[config.mk]
export PLATFORM = sky130hd
export DESIGN_NAME = serial_add_host_flat
export DESIGN_NICKNAME = d
export VERILOG_FILES = /design/src/rtl/serial_add_host_if.sv /design/src/rtl/serial_add_host.sv /design/src/flat_wrapper.sv
export SDC_FILE = /design/constraint.sdc
export NUM_CORES = 1
export LEC_CHECK = 0
export ABC_AREA = 0
export CORE_MARGIN = 4
export CORE_UTILIZATION = 45
export DETAILED_ROUTE_END_ITERATION = 6
export PLACE_DENSITY_LB_ADDON = 0.08
export SLEW_MARGIN = 0
export SYNTH_ARGS = -nofsm -noshare
export SYNTH_HDL_FRONTEND = slang
export SYNTH_SLANG_ARGS = --single-unit
[constraint.sdc]
create_clock -name clk -period 1.4 [get_ports clk]
set_input_delay 0.35 -clock clk [delete_from_list [all_inputs] [get_ports clk]]
set_output_delay 0.35 -clock clk [all_outputs]
set_load 0.01 [all_outputs]
[src/rtl/serial_add_host_if.sv]
// Host-side handshake and serial-adder link for serial_add_host.
interface serial_add_host_if #(
   parameter int unsigned N = 4
);
   logic         start;
   logic [N-1:0] a;
   logic [N-1:0] b;
   logic         ready;
   logic         ser_rst;
   logic         ser_a;
   logic         ser_b;
   logic         ser_f;
   logic         ser_cout;
   logic [N:0]   sum;
   logic         done;

   // Environment side: issues requests and models the serial adder.
   modport master (
      output start, a, b, ser_f, ser_cout,
      input  ready, ser_rst, ser_a, ser_b, sum, done
   );

   // Host controller side.
   modport slave (
      input  start, a, b, ser_f, ser_cout,
      output ready, ser_rst, ser_a, ser_b, sum, done
   );
endinterface

[src/rtl/serial_add_host.sv]
// Sequences an external Mealy serial adder over N operand bits, LSB first,
// and assembles the N+1-bit unsigned sum. Every output is registered and
// computed one cycle ahead from the next state.
module serial_add_host #(
   parameter int unsigned N = 4
) (
   input  logic            clk,
   input  logic            rst,
   serial_add_host_if.slave bus
);
   localparam int unsigned CW = (N > 2) ? $clog2(N) : 1;

   typedef enum logic [1:0] {IDLE, CLR, SHIFT, DONE} state_t;

   state_t        state_q, state_d;
   logic [CW-1:0] cnt_q, cnt_d;
   logic [N-1:0]  a_sh_q, a_sh_d;
   logic [N-1:0]  b_sh_q, b_sh_d;
   logic [N:0]    sum_q, sum_d;
   logic          ready_q, ready_d;
   logic          ser_rst_q, ser_rst_d;
   logic          ser_a_q, ser_a_d;
   logic          ser_b_q, ser_b_d;
   logic          done_q, done_d;
   logic          last_bit;

   assign last_bit = (cnt_q == CW'(N - 1));

   // State register.
   always_ff @(posedge clk or negedge rst) begin
      if (!rst) state_q <= IDLE;
      else      state_q <= state_d;
   end

   // Next-state logic.
   always_comb begin
      state_d = state_q;
      case (state_q)
         IDLE:    if (bus.start) state_d = CLR;
         CLR:     state_d = SHIFT;
         SHIFT:   if (last_bit) state_d = DONE;
         DONE:    state_d = IDLE;
         default: state_d = IDLE;
      endcase
   end

   // Datapath and look-ahead output values for the next cycle.
   always_comb begin
      a_sh_d = a_sh_q;
      b_sh_d = b_sh_q;
      cnt_d  = cnt_q;
      sum_d  = sum_q;
      case (state_q)
         IDLE: begin
            if (bus.start) begin
               a_sh_d = bus.a;
               b_sh_d = bus.b;
            end
         end
         CLR: cnt_d = '0;
         SHIFT: begin
            a_sh_d = a_sh_q >> 1;
            b_sh_d = b_sh_q >> 1;
            if (!last_bit) cnt_d = cnt_q + CW'(1);
            for (int unsigned i = 0; i < N; i++) begin
               if (cnt_q == CW'(i)) sum_d[i] = bus.ser_f;
            end
            if (last_bit) sum_d[N] = bus.ser_cout;
         end
         default: ;
      endcase
      ready_d   = (state_d == IDLE);
      ser_rst_d = (state_d == CLR);
      ser_a_d   = (state_d == SHIFT) && a_sh_d[0];
      ser_b_d   = (state_d == SHIFT) && b_sh_d[0];
      done_d    = (state_d == DONE);
   end

   // Datapath and output registers; reset discards any partial result.
   always_ff @(posedge clk or negedge rst) begin
      if (!rst) begin
         cnt_q     <= '0;
         a_sh_q    <= '0;
         b_sh_q    <= '0;
         sum_q     <= '0;
         ready_q   <= 1'b1;
         ser_rst_q <= 1'b1;
         ser_a_q   <= 1'b0;
         ser_b_q   <= 1'b0;
         done_q    <= 1'b0;
      end else begin
         cnt_q     <= cnt_d;
         a_sh_q    <= a_sh_d;
         b_sh_q    <= b_sh_d;
         sum_q     <= sum_d;
         ready_q   <= ready_d;
         ser_rst_q <= ser_rst_d;
         ser_a_q   <= ser_a_d;
         ser_b_q   <= ser_b_d;
         done_q    <= done_d;
      end
   end

   assign bus.ready   = ready_q;
   assign bus.ser_rst = ser_rst_q;
   assign bus.ser_a   = ser_a_q;
   assign bus.ser_b   = ser_b_q;
   assign bus.sum     = sum_q;
   assign bus.done    = done_q;
endmodule

[src/flat_wrapper.sv]
// flat-port wrapper written by rule: the top's interface ports become plain ports
module serial_add_host_flat 
#(
   parameter int unsigned N = 4
)
  (clk, rst, bus_start, bus_a, bus_b, bus_ser_f, bus_ser_cout, bus_ready, bus_ser_rst, bus_ser_a, bus_ser_b, bus_sum, bus_done);
  serial_add_host_if #(.N(N)) bus_i ();
  input  logic clk;
  input  logic rst;
  input wire logic [$bits(bus_i.start)-1:0] bus_start;
  input wire logic [$bits(bus_i.a)-1:0] bus_a;
  input wire logic [$bits(bus_i.b)-1:0] bus_b;
  input wire logic [$bits(bus_i.ser_f)-1:0] bus_ser_f;
  input wire logic [$bits(bus_i.ser_cout)-1:0] bus_ser_cout;
  output wire logic [$bits(bus_i.ready)-1:0] bus_ready;
  output wire logic [$bits(bus_i.ser_rst)-1:0] bus_ser_rst;
  output wire logic [$bits(bus_i.ser_a)-1:0] bus_ser_a;
  output wire logic [$bits(bus_i.ser_b)-1:0] bus_ser_b;
  output wire logic [$bits(bus_i.sum)-1:0] bus_sum;
  output wire logic [$bits(bus_i.done)-1:0] bus_done;
  assign bus_i.start = bus_start;
  assign bus_i.a = bus_a;
  assign bus_i.b = bus_b;
  assign bus_i.ser_f = bus_ser_f;
  assign bus_i.ser_cout = bus_ser_cout;
  assign bus_ready = bus_i.ready;
  assign bus_ser_rst = bus_i.ser_rst;
  assign bus_ser_a = bus_i.ser_a;
  assign bus_ser_b = bus_i.ser_b;
  assign bus_sum = bus_i.sum;
  assign bus_done = bus_i.done;
  serial_add_host #(.N(N)) u_core (.clk(clk), .rst(rst), .bus(bus_i));
endmodule
After elaboration in Yosys (flattened, before gate mapping)

Index checks and enable logic that the tools add are counted.

Bits in registers: 22
Latch bits: 0
Bits in writable memories: 0
Bits of input ports: 13
ROM bits: 0
Memories kept: 0

Order comparisons: 0
$mul: 0
Div/mod/pow operators: 0
Eq/ne operators: 11
Shift-type cells: 0
Reduce and logical (&&, ||, !) cells: 13
Bitwise gates (word level): 0
Muxes and demuxes: 9
Add/subtract/negate cells: 1

Operators by type and width:

| operator                                             | count |
|---|---|
| one-hot mux 4 bit (2 select lines)                   | 2 |
| equality test 2 bit (second input constant)          | 6 |
| AND reduction 2 bit                                  | 6 |
| 2-to-1 mux 4 bit                                     | 2 |
| one-hot mux 2 bit (4 select lines)                   | 1 |
| equality test 2 x 1 -> 1 bit (second input constant) | 3 |
| logical NOT 2 bit                                    | 3 |
| 2-to-1 mux 2 bit                                     | 3 |
| != test 2 bit (second input constant)                | 2 |
| one-hot mux 2 bit (2 select lines)                   | 1 |
| nonzero test 2 bit                                   | 2 |
| adder 2 x 1 -> 2 bit (second input constant)         | 1 |
| logical AND 1 bit                                    | 2 |

Depth between registers and ports, before layout

Depth after elaboration: 5
Mapped depth: 6
Depth with buffers taken out: 6

Worst setup path before layout

Ideal clock, no wire load.

Kind: register -> register
Start: register u_core.state_q[0]
End: register u_core.done_q, in the netlist u_core.bus.done
Stages on the path, launching flop included: 7
Library setup time: 119 ps
Data required time: 1,281 ps
Period minus slack after synthesis: 1,503 ps
Slack: -103 ps
Path buffers: 0
Arrival time: 1,384 ps
Cells stage by stage: dfrtp_1 -> inv_1 -> ha_1 -> mux2_2 -> o22ai_1 -> inv_1 -> and2_1

Word-level cells in the longest chain between the ends: 3

Ends and longest elaborated chain:

| element                                           | RTL line               | text |
|---|---|---|
| from (decl)                                       | serial_add_host.sv:15  | `state_t state_q, state_d;` |
| from (signal assigned)                            | serial_add_host.sv:32  | `else state_q <= state_d;` |
| equality test 2 bit, or another cell as far along | serial_add_host.sv:38  | `case (state_q)` |
| one-hot mux 2 bit (4 select lines) (*)            | serial_add_host.sv:38  |  |
| net u_core.state_d[0]                             | serial_add_host.sv:15  |  |
| equality test 2 bit (*)                           | serial_add_host.sv:76  | `done_d = (state_d == DONE);` |
| net u_core.done_d                                 | serial_add_host.sv:24  | `logic done_q, done_d;` |
| to (signal assigned)                              | serial_add_host.sv:100 | `done_q <= done_d;` |
| to (decl)                                         | serial_add_host.sv:24  |  |

Mark *: on every way through the listed nets, which the timed path passes. The rest lies on a longest branch.
A chain may end at the register's enable or synchronous reset.

Worst setup path in the final report

Start: register u_core.state_q[0]
End: register u_core.ser_a_q, in the netlist u_core.bus.ser_a

Word-level cells in the longest chain between the ends: 4

Ends and longest elaborated chain:

| element                                           | RTL line              | text |
|---|---|---|
| equality test 2 bit, or another cell as far along | serial_add_host.sv:38 |  |
| one-hot mux 2 bit (4 select lines)                | serial_add_host.sv:38 |  |
| equality test 2 bit                               | serial_add_host.sv:74 | `ser_a_d = (state_d == SHIFT) && a_sh_d[0];` |
| logical AND 1 bit (*)                             | serial_add_host.sv:74 |  |
| net u_core.ser_a_d                                | serial_add_host.sv:22 | `logic ser_a_q, ser_a_d;` |
| to (signal assigned)                              | serial_add_host.sv:98 | `ser_a_q <= ser_a_d;` |
| to (decl)                                         | serial_add_host.sv:22 |  |

Marked as above.

==> impl_metrics.json <==
{
  "crit_type": "flip-flop to flip-flop",
  "cp_max_fo": 3,
  "fin_skew_ns": 0.007521,
  "cts_max_level": 1,
  "antenna_found_initial": 0,
  "grt_start_max_net_pins": 23,
  "final_layout_size_suffix_gt1_frac": 0.3409,
  "io_buffer_count": 22,
  "drt_iter0_markers": 6,
  "clk_latency_ns": 0.31,
  "relSlewSlack": 0.8305,
  "vias": 810,
  "ioPinCount": 23,
  "cp.arrival_ns": 1.70,
  "violations": "setup timing",
  "fmaxAchievable_mhz": 688.5,
  "start_util": 0.4865,
  "ff2ff_setup_slack_ns": -0.05,
  "synthDominantCellAreaShare": 0.4520,
  "syn_area_mm2": 0.001107,
  "p_sw_w": 0.001261,
  "die_y_um": 57.61,
  "root_buffer": "clkbuf_4",
  "cts_made_buffers": 3,
  "switching_share": 0.3651,
  "p_comb_frac": 0.569,
  "dpl_worst_slack_ns": -0.4557,
  "hold_class": "input port to asynchronous set/reset pin",
  "dieArea_mm2": 0.003318,
  "viasPerCell": 5.063,
  "hold_ws_ns": 0.3721,
  "core_area_mm2": 0.002276,
  "required_ns": 1.65,
  "dp_hpwl_um": 1714,
  "ys_types": 24,
  "drcViolationCount": 0,
  "setup_viol": 4,
  "yosysTopAreaCell": "dfrtp_1",
  "fin_crit_sh": 1.037,
  "fin_crit_ns": 1.452,
  "grt.total_usage": 0.1593,
  "gp_congestion": 0.7050,
  "finalSetupTns_ns": -0.1525,
  "ys_seq_area_frac": 0.4994,
  "synth-seq-cells": 22,
  "p_leak_nw": 0.7109,
  "peakVddDrop_mv": 1.762,
  "die_w_um": 57.61,
  "final.setup.worst_slack_ns": -0.05247,
  "core.rowCount": 17,
  "rsz0062_at_grt": "true",
  "yosys_warnings": 0,
  "outcome": "complete, but fails checks",
  "grt_first_pass_wirelength_um": 4064,
  "area_growth_pct": 40.45,
  "p_int_w": 0.002193,
  "syn_inst": 95,
  "power.density_mw_per_mm2": 2221,
  "diodes": 0,
  "cts_tree": "yes",
  "fill_cells": 167,
  "first_global_vias": 902,
  "clkTransAtPathRegs_ns": 0.12,
  "clockBufferDepth": 2,
  "drtAntennaViolNets": 0,
  "pwr-share-clk": 0.100,
  "wl_per_cell_um": 14.68,
  "gr-total-overflow": 0,
  "firstDrtPassIters": 4,
  "fin_nets": 154,
  "syn-mean-instance-area_um2": 11.66,
  "ff2ff_path_depth": 6,
  "end_kind": "flip-flop",
  "max-cap-violations": 0,
  "pwr-share-seq": 0.330,
  "synth_fp_nets": 116,
  "cts.sink_count": 22,
  "synthTopCellsByArea": "dfrtp_1, mux2_2, ha_1, dfstp_2, nand2_1",
  "start_kind": "flip-flop",
  "drt-total-wl_um": 2349,
  "tightest_slew_ns": 0.2521,
  "hold_viol": 0,
  "drv_slew": 0
}
## layout by cell type, fill, tap and decap left out, drive strengths merged
| cell type | instances |
|---|---|
| inv | 6 |
| and3 | 2 |
| mux2 | 14 |
| xnor2 | 1 |
| nor2 | 2 |
| mux2i | 4 |
| and2 | 1 |
| nand2 | 11 |
| clkdlybuf4s15 | 1 |
| nor3b | 2 |
| clkdlybuf4s50 | 11 |
| nand3 | 4 |
| ha | 8 |
| o211ai | 4 |
| o22ai | 1 |
| dlygate4sd2 | 8 |
| dfstp | 2 |
| a221o | 2 |
| a32o | 1 |
| dfrtp | 20 |
| clkbuf | 4 |
| nand2b | 2 |
| o21ai | 3 |
| o31ai | 1 |
| buf | 17 |
## Yosys cell counts, drive strengths merged
cell    count
a32o        1
mux2i       4
o21ai       3
o22ai       1
nand2b      2
and3        2
xnor2       1
inv         6
dfrtp      20
and2        1
nand3       4
buf         3
o211ai      4
nor3b       2
clkbuf      1
nand2      11
dfstp       2
nor2        2
o31ai       1
a221o       2
ha          8
mux2       14
## worst paths after layout
kind                                         from                 to
worst max-delay path            u_core.state_q[0]   u_core.bus.ser_a
worst min-delay path                          rst   u_core.a_sh_q[3]
worst max register to register  u_core.state_q[0]   u_core.bus.ser_a
worst min register to register  u_core.bus.sum[3]  u_core.bus.sum[3]
max in group asynchronous                     rst   u_core.bus.ready
min in group clk                u_core.bus.sum[3]  u_core.bus.sum[3]
## layer usage
| metal | part of all wire | GRT usage | vias up |
|---|---|---|---|
| met5 | 0 | 0 | - |
| met2 | 0.53 | 0.2758 | 14 |
| li1 | - | - | 402 |
| met1 | 0.43 | 0.1895 | 392 |
| met3 | 0.040 | 0.04751 | 2 |
| met4 | 0.0055 | 0.04636 | 0 |
## per-stage QoR
stage	std cells	power (W)	cell area, um2	utilization
2_1_floorplan	95	0.002213	1135	-
3_3_place_gp	152	0.002802	1458	0.6405
3_5_place_dp	152	0.002897	1458	0.6405
4_1_cts	159	0.003353	1520	0.6679
5_1_grt	160	0.003738	1555	0.6833
6_report	160	0.003454	1555	0.6833
## registers in the layout (all words and copies together) (netlist names)
register            count
u_core.bus.sum          5
u_core.a_sh_q           4
u_core.b_sh_q           4
u_core.cnt_q            2
u_core.state_q          2
u_core.bus.done         1
u_core.bus.ready        1
u_core.bus.ser_a        1
u_core.bus.ser_b        1
u_core.bus.ser_rst      1
## power by group through the flow
stage                     logic [W]  registers [W]  clock network [W]
after floorplan             0.00104        0.00118                  0
after global placement      0.00168        0.00113                  0
after detailed placement    0.00175        0.00115                  0
after CTS                   0.00185        0.00113           0.000371
after global routing        0.00217        0.00118           0.000390
final                       0.00197        0.00114           0.000347
## worst max-delay path, stage by stage (launching register included)
cell and delay (ns):
dfrtp_1 0.41, inv_2 0.12, ha_4 0.15, mux2_4 0.31, o22ai_4 0.14, buf_6 0.13, and3_1 0.14
## layout make-up
cell class,count,area [um2],area share
Multi-Input combinational cell,63,564.3,0.3628
Clock buffer,4,36.28,0.02333
Timing Repair Buffer,37,344.1,0.2212
Sequential cell,22,553.0,0.3556
Tap cell,28,35.03,0.02253
Inverter,6,22.52,0.01448
## logic make-up (layout without fill, tap and decap cells)
group | Yosys count | in the layout | share of synthesized area
and+or+nand+nor | 24 | 24 | 0.1040
DFF | 22 | 22 | 0.4994
muxes | 18 | 18 | 0.1785
AOI/OAI and AO/OA | 12 | 12 | 0.08023
buffers and inverters | 10 | 47 | 0.03955
adders and majority gates | 8 | 8 | 0.09040
xor gates and xnor gates | 1 | 1 | 0.007911
## repair_timing
item	in CTS	in global routing
pin swaps	2	4
endpoints found under the setup margin	22	14
resized for setup	22	10
hold buffers	0	0
buffers inserted	3	1
(Power assumes the default switching activity.)
